===== config.mk =====
export PLATFORM = sky130hd
export DESIGN_NAME = divider_ratio_ctrl
export DESIGN_NICKNAME = d
export VERILOG_FILES = /design/src/rtl/divider_ratio_ctrl.sv
export SDC_FILE = /design/constraint.sdc
export NUM_CORES = 1
export LEC_CHECK = 0
export BUFFER_PORTS_ARGS = -buffer_cell sky130_fd_sc_hd__buf_4
export CAP_MARGIN = 10
export CELL_PAD_IN_SITES_DETAIL_PLACEMENT = 0
export CELL_PAD_IN_SITES_GLOBAL_PLACEMENT = 2
export CORE_UTILIZATION = 39
export DETAILED_ROUTE_END_ITERATION = 16
export PLACE_DENSITY = 0.81
export SLEW_MARGIN = 0
export SYNTH_ARGS = -nofsm -noshare
export SYNTH_HDL_FRONTEND = slang
export SYNTH_SLANG_ARGS = --single-unit

===== constraint.sdc =====
create_clock -name sys_clk -period 4.2 [get_ports sys_clk]
set_clock_uncertainty 0.1 [all_clocks]
set_input_delay 0.21 -clock sys_clk [delete_from_list [all_inputs] [get_ports sys_clk]]
set_output_delay 0.21 -clock sys_clk [all_outputs]
set_load 0.03 [all_outputs]

===== src/rtl/divider_ratio_ctrl.sv =====
// ---------------------------------------------------------------------------
// divider_ratio_ctrl
//   Run-time controller for the even clock divider. Owns the half-period
//   counter and clk_out (period 2*div_cur sys_clk cycles, 50% duty).
//   Ratio changes arrive on div_req/div_val. While stopped they take effect
//   at once. While running they are held in div_nxt and applied only on a
//   falling toggle of clk_out, so no phase is ever cut short.
//   run_en starts and stops the output cleanly. A high phase that is in
//   progress always completes before the block enters STOP.
//
//   Handshake: div_req is a one-cycle strobe sampled on posedge sys_clk with
//   no ready/backpressure. The block answers every request with exactly one
//   response: div_err on the next cycle (div_val==0), or div_ack when the
//   value becomes div_cur. A request that is overwritten while pending
//   receives no response.
//
//   Optional build macro: DIV_EDGE_PULSE_EN adds rise_pls/fall_pls outputs.
//   These are registered one-cycle pulses on each clk_out 0->1 / 1->0 toggle.
//
//   dbg_state exposes the FSM state (0 STOP, 1 RUN, 2 PEND).
// ---------------------------------------------------------------------------
module divider_ratio_ctrl #(
    parameter int          CNT_W       = 8,
    parameter int unsigned DIV_DEFAULT = 3
) (
    input  logic             sys_clk,
    input  logic             sys_rst_n,
    input  logic             run_en,
    input  logic             div_req,
    input  logic [CNT_W-1:0] div_val,
    output logic             div_ack,
    output logic             div_err,
    output logic             busy,
    output logic [CNT_W-1:0] div_cur,
    output logic             clk_out,
`ifdef DIV_EDGE_PULSE_EN
    output logic             rise_pls,
    output logic             fall_pls,
`endif
    output logic [1:0]       dbg_state
);

    typedef enum logic [1:0] {
        ST_STOP = 2'd0,
        ST_RUN  = 2'd1,
        ST_PEND = 2'd2
    } state_t;

    localparam logic [CNT_W-1:0] DIV_RST = CNT_W'(DIV_DEFAULT);

    state_t           state, state_d;
    logic [CNT_W-1:0] cnt, cnt_d;
    logic [CNT_W-1:0] div_nxt, div_nxt_d;
    logic [CNT_W-1:0] div_cur_d;
    logic             clk_d;
    logic             ack_d;
    logic             err_d;

    // Request qualification and free-running count helpers
    logic             req_ok;
    logic             req_bad;
    logic             tc;
    logic [CNT_W-1:0] cnt_step;
    logic             clk_step;
    logic             pend_eff;
    logic [CNT_W-1:0] nxt_eff;
    logic             stop_now;

    assign req_ok   = div_req && (div_val != '0);
    assign req_bad  = div_req && (div_val == '0);
    // Terminal count is an exact compare at full width. div_cur is never 0,
    // so the subtraction never wraps.
    assign tc       = (cnt == (div_cur - CNT_W'(1)));
    assign cnt_step = tc ? '0 : (cnt + CNT_W'(1));
    assign clk_step = tc ? ~clk_out : clk_out;
    // A request on the same edge as a stop is captured before the stop rules
    // are applied. It therefore counts as pending, and it wins over an older
    // div_nxt.
    assign pend_eff = (state == ST_PEND) || req_ok;
    assign nxt_eff  = req_ok ? div_val : div_nxt;
    // Stop immediately while low. While high, stop only on the falling toggle.
    assign stop_now = !run_en && (!clk_out || tc);

    // FSM state register
    always_ff @(posedge sys_clk or negedge sys_rst_n) begin
        if (!sys_rst_n) begin
            state <= ST_STOP;
        end else begin
            state <= state_d;
        end
    end

    // Next-state, counter, clock and handshake decisions
    always_comb begin
        state_d   = state;
        cnt_d     = cnt;
        clk_d     = clk_out;
        div_cur_d = div_cur;
        div_nxt_d = div_nxt;
        ack_d     = 1'b0;
        err_d     = req_bad;

        case (state)
            ST_STOP: begin
                cnt_d = '0;
                clk_d = 1'b0;
                if (req_ok) begin
                    div_cur_d = div_val;
                    ack_d     = 1'b1;
                end
                if (run_en) begin
                    state_d = ST_RUN;
                end
            end

            ST_RUN, ST_PEND: begin
                if (req_ok) begin
                    div_nxt_d = div_val;
                end
                if (stop_now) begin
                    // Clean stop. Any pending ratio is applied on the way in.
                    state_d = ST_STOP;
                    cnt_d   = '0;
                    clk_d   = 1'b0;
                    if (pend_eff) begin
                        div_cur_d = nxt_eff;
                        ack_d     = 1'b1;
                    end
                end else if ((state == ST_PEND) && tc && clk_out) begin
                    // Falling toggle: swap in the pending ratio. A request on
                    // this same edge stays pending and is applied on the next
                    // falling toggle.
                    div_cur_d = div_nxt;
                    cnt_d     = '0;
                    clk_d     = 1'b0;
                    ack_d     = 1'b1;
                    state_d   = req_ok ? ST_PEND : ST_RUN;
                end else begin
                    cnt_d = cnt_step;
                    clk_d = clk_step;
                    if (req_ok) begin
                        state_d = ST_PEND;
                    end
                end
            end

            default: begin
                state_d = ST_STOP;
                cnt_d   = '0;
                clk_d   = 1'b0;
            end
        endcase
    end

    // Datapath and handshake registers
    always_ff @(posedge sys_clk or negedge sys_rst_n) begin
        if (!sys_rst_n) begin
            cnt     <= '0;
            clk_out <= 1'b0;
            div_cur <= DIV_RST;
            div_nxt <= '0;
            div_ack <= 1'b0;
            div_err <= 1'b0;
        end else begin
            cnt     <= cnt_d;
            clk_out <= clk_d;
            div_cur <= div_cur_d;
            div_nxt <= div_nxt_d;
            div_ack <= ack_d;
            div_err <= err_d;
        end
    end

`ifdef DIV_EDGE_PULSE_EN
    // Edge pulses are registered on the same edge as the clk_out toggle they mark
    always_ff @(posedge sys_clk or negedge sys_rst_n) begin
        if (!sys_rst_n) begin
            rise_pls <= 1'b0;
            fall_pls <= 1'b0;
        end else begin
            rise_pls <= clk_d & ~clk_out;
            fall_pls <= ~clk_d & clk_out;
        end
    end
`endif

    assign busy      = (state == ST_PEND);
    assign dbg_state = state;

endmodule


==> metrics.md <==
| Metric | Value |
|---|---|
| Slew margin rel. | `55.5%` |
| 1st-pass router iterations | `4` |
| Worst Max-Slew Pin Slew | `0.668 ns` |
| Reg2reg setup slack | `1.11 ns` |
| Final period utilization | `73.7%` |
| Crit. End Element | `flop` |
| Post-synthesis register bit count | `29` |
| Root Driver | `clkbuf_8` |
| R2R depth | `8` |
| Post-Syn Instances | `168` |
| Largest family of logic cells by synthesized area | `compound AO/OA/AOI/OAI gates` |
| Clock-pin slew on the worst setup and hold paths | `0.06 ns` |
| Compound-Gate Fraction of Synth Area | `17.1%` |
| Yosys cell types | `44` |
| Core area | `4140 µm²` |
| EDFF count, synth | `0` |
| Critical path launch point | `div_cur[0]` |
| Grt ovf | `0` |
| Cell Rows | `23` |
| Lkg Pwr | `0.899 nW` |
| Setup CP Type | `flop to flop` |
| # H-tree levels | `2` |
| # fillers | `394` |
| WHS Endpoint | `div_nxt[0]` |
| CTS Sinks | `29` |
| Layout cell share with drive strength beyond 1 | `29.9%` |
| Die H | `68.9 µm` |
| Top Ports | `26` |
| Fin. max-slew vios | `0` |
| Mux cell area share after synthesis | `10.2%` |
| Initial DRC Count | `86` |
| Reg2Reg Launch Point | `div_cur[0]` |
| Final HPWL DP | `2.85 mm` |
| Syn avg cell area | `10.4 µm²` |
| CTS tree | `yes` |
| WL final | `3.82 mm` |
| Initial core utilization | `42.1%` |
| First-pass GRT wire length | `6.38 mm` |
| Post-CTS Setup Bufs | `0` |
| Number of global-route vias before repair | `1329` |
| Worst Path Max Fanout | `10` |
| Cell Area, Synth | `1740 µm²` |
| Crit path time final | `3.09 ns` |
| Hold_sp | `div_val[0]` |
| Fin area | `2090 µm²` |
| Die Wd | `68.9 µm` |
| Synth Area in XOR/XNOR | `8.03%` |
| # port buffers | `25` |
| CTS Buf Count | `5` |
| Ys async rst share | `100%` |
| Post-Synth Adder-Cell Area | `3.59%` |
| R2R Path End | `div_cur[2]` |
| Ys Warns | `0` |
| Final hold vios | `0` |
| Hold WC Path Type | `primary input to flop` |
| Area of the multi-input gates | `966 µm²` |
| Status | `finished clean` |
| Power per Cell Area | `749 nW/µm²` |
| Die area | `4740 µm²` |
| Post-synthesis simple-gate area fraction | `16.4%` |
| Worst Hold Depth | `2` |
| Setup TNS Final | `0 ns` |
| WL per Instance | `15.5 µm` |
| Placer Congestion | `0.750` |
| CP arrival | `3.15 ns` |
| DRC viols | `0` |
| Maxcap violations | `0` |
| Final setup viols | `0` |
| Vias | `1369` |
| Worst-Skew Late Latency | `0.28 ns` |
| FMAX | `323 MHz` |
| Initial antenna violation count | `0` |
| Area Overhead vs Synth | `19.6%` |
| ANT nets after route | `0` |
| Dominant synthesized flop cell | `dfrtp_1` |
| Register area | `728 µm²` |
| # diodes | `0` |
| Unrepaired setup endpoints after global routing | `no` |
| Register area share after synthesis | `41.8%` |
| WP data required | `4.25 ns` |
| Post-DR vias/cell | `5.54` |
| Critical path launch point type | `flop` |
| Placed cell area | `1970 µm²` |
| Worst vdd ir | `0.424 mV` |
| Clk buf depth | `2` |
| Syn_nets | `185` |
| Final #Nets | `213` |
| Tot GR Track Use | `18.7%` |
| Largest net degree at the start of global routing | `30` |
-- placed cells by master, fill, tap and decap left out, types with 3 or more instances in the layout --
cell / count
inv_1: 8
buf_4: 25
a32o_1: 7
nor2_1: 16
nor3b_1: 3
dfrtp_1: 27
xnor2_1: 7
xor2_1: 9
nor4_1: 4
clkbuf_8: 7
a21oi_1: 6
ha_1: 5
nand2_1: 11
mux2_2: 14
o21ai_0: 5
nand3_1: 6
-- worst max-delay path by stage --
stage | to | slack (ns) | cells past startpoint
final | div_cur[2] | 1.11 | 8
after global routing | div_cur[2] | 0.94 | 8
after CTS | div_cur[2] | 1.09 | 8
after detailed placement | div_cur[2] | 1.11 | 8
after global placement | div_cur[6] | 1.17 | 8
after floorplan | div_cur[3] | 1.18 | 9
-- cells by family (layout without fill, tap and decap cells) --
family / Yosys count / count (layout)
AOI/OAI and AO/OA: 36 / 36
xor gates and xnor gates: 16 / 16
adders and majority gates: 5 / 5
buffers and inverters: 13 / 42
DFF: 29 / 29
muxes: 16 / 16
and+or+nand+nor: 53 / 53
-- through the flow --
stage	cells	setup slack [ns]	util (%)	hold slack (ns)	power, mW
after floorplan	168	1.18	-	-0.186	1.09
after global placement	238	1.17	47.6	0.0491	1.30
after detailed placement	238	1.11	47.6	0.0584	1.32
after CTS	247	1.09	50.3	0.0800	1.58
after global routing	247	0.936	50.3	0.0815	1.68
final	247	1.11	50.3	0.0914	1.56
-- per-layer routing --
metal  wire, µm  vias to the layer above  track usage (%)
li1           -                      677                -
met1       1910                      669             25.2
met2       1790                       18             29.4
met3         91                        5             4.61
met4         29                        0             5.61
met5          0                        -                0
-- critical path, stage by stage (launching register included) --
cell	delay (ns)
dfstp_2	0.58
inv_1	0.07
ha_1	0.28
and2b_2	0.23
o311a_1	0.37
nor4_4	0.32
o31ai_4	0.18
o211ai_2	0.45
mux2_2	0.39
-- cell type report --
class | instances | area share (%)
Timing Repair Buffer | 26 | 9.48
Clock buffer | 7 | 4.62
Tap cell | 50 | 3.00
Multi-Input combinational cell | 126 | 46.3
Clock inverter | 1 | 0.240
Sequential cell | 29 | 34.9
Inverter | 8 | 1.44
-- state kept, by name, indices dropped and copies added, names as in the netlist --
register,flops
div_cur,8
div_ack,1
cnt,8
div_err,1
clk_out,1
div_nxt,8
dbg_state,2
-- report_power, final --
| part | switching [mW] | internal [mW] |
|---|---|---|
| registers | 0.0995 | 0.389 |
| logic | 0.456 | 0.366 |
| clock network | 0.104 | 0.148 |
-- cells in the mapped netlist, drive strengths merged, types with 2 or more instances --
| library cell | instances | area (µm²) |
|---|---|---|
| o21ai | 5 | 25.0 |
| nor2 | 16 | 60.1 |
| nand3 | 6 | 30.0 |
| xor2 | 9 | 78.8 |
| a21oi | 6 | 30.0 |
| o211ai | 3 | 27.5 |
| nor4 | 5 | 46.3 |
| nor3b | 3 | 22.5 |
| or3 | 2 | 12.5 |
| nor3 | 2 | 10.0 |
| inv | 8 | 30.0 |
| and2 | 2 | 13.8 |
| xnor2 | 7 | 61.3 |
| mux2i | 2 | 20.0 |
| ha | 5 | 62.6 |
| dfrtp | 27 | 676 |
| dfstp | 2 | 52.6 |
| mux2 | 14 | 158 |
| nand2 | 11 | 41.3 |
| a32oi | 2 | 17.5 |
| a32o | 7 | 70.1 |
| clkbuf | 4 | 15.0 |
| and2b | 2 | 17.5 |
-- what timing repair did --
action                                 in CTS  in global routing
endpoints found under the hold margin      27                  0
gates resized for setup                     0                  0
hold buffers                                1                  0
(Power assumes the default switching activity.)
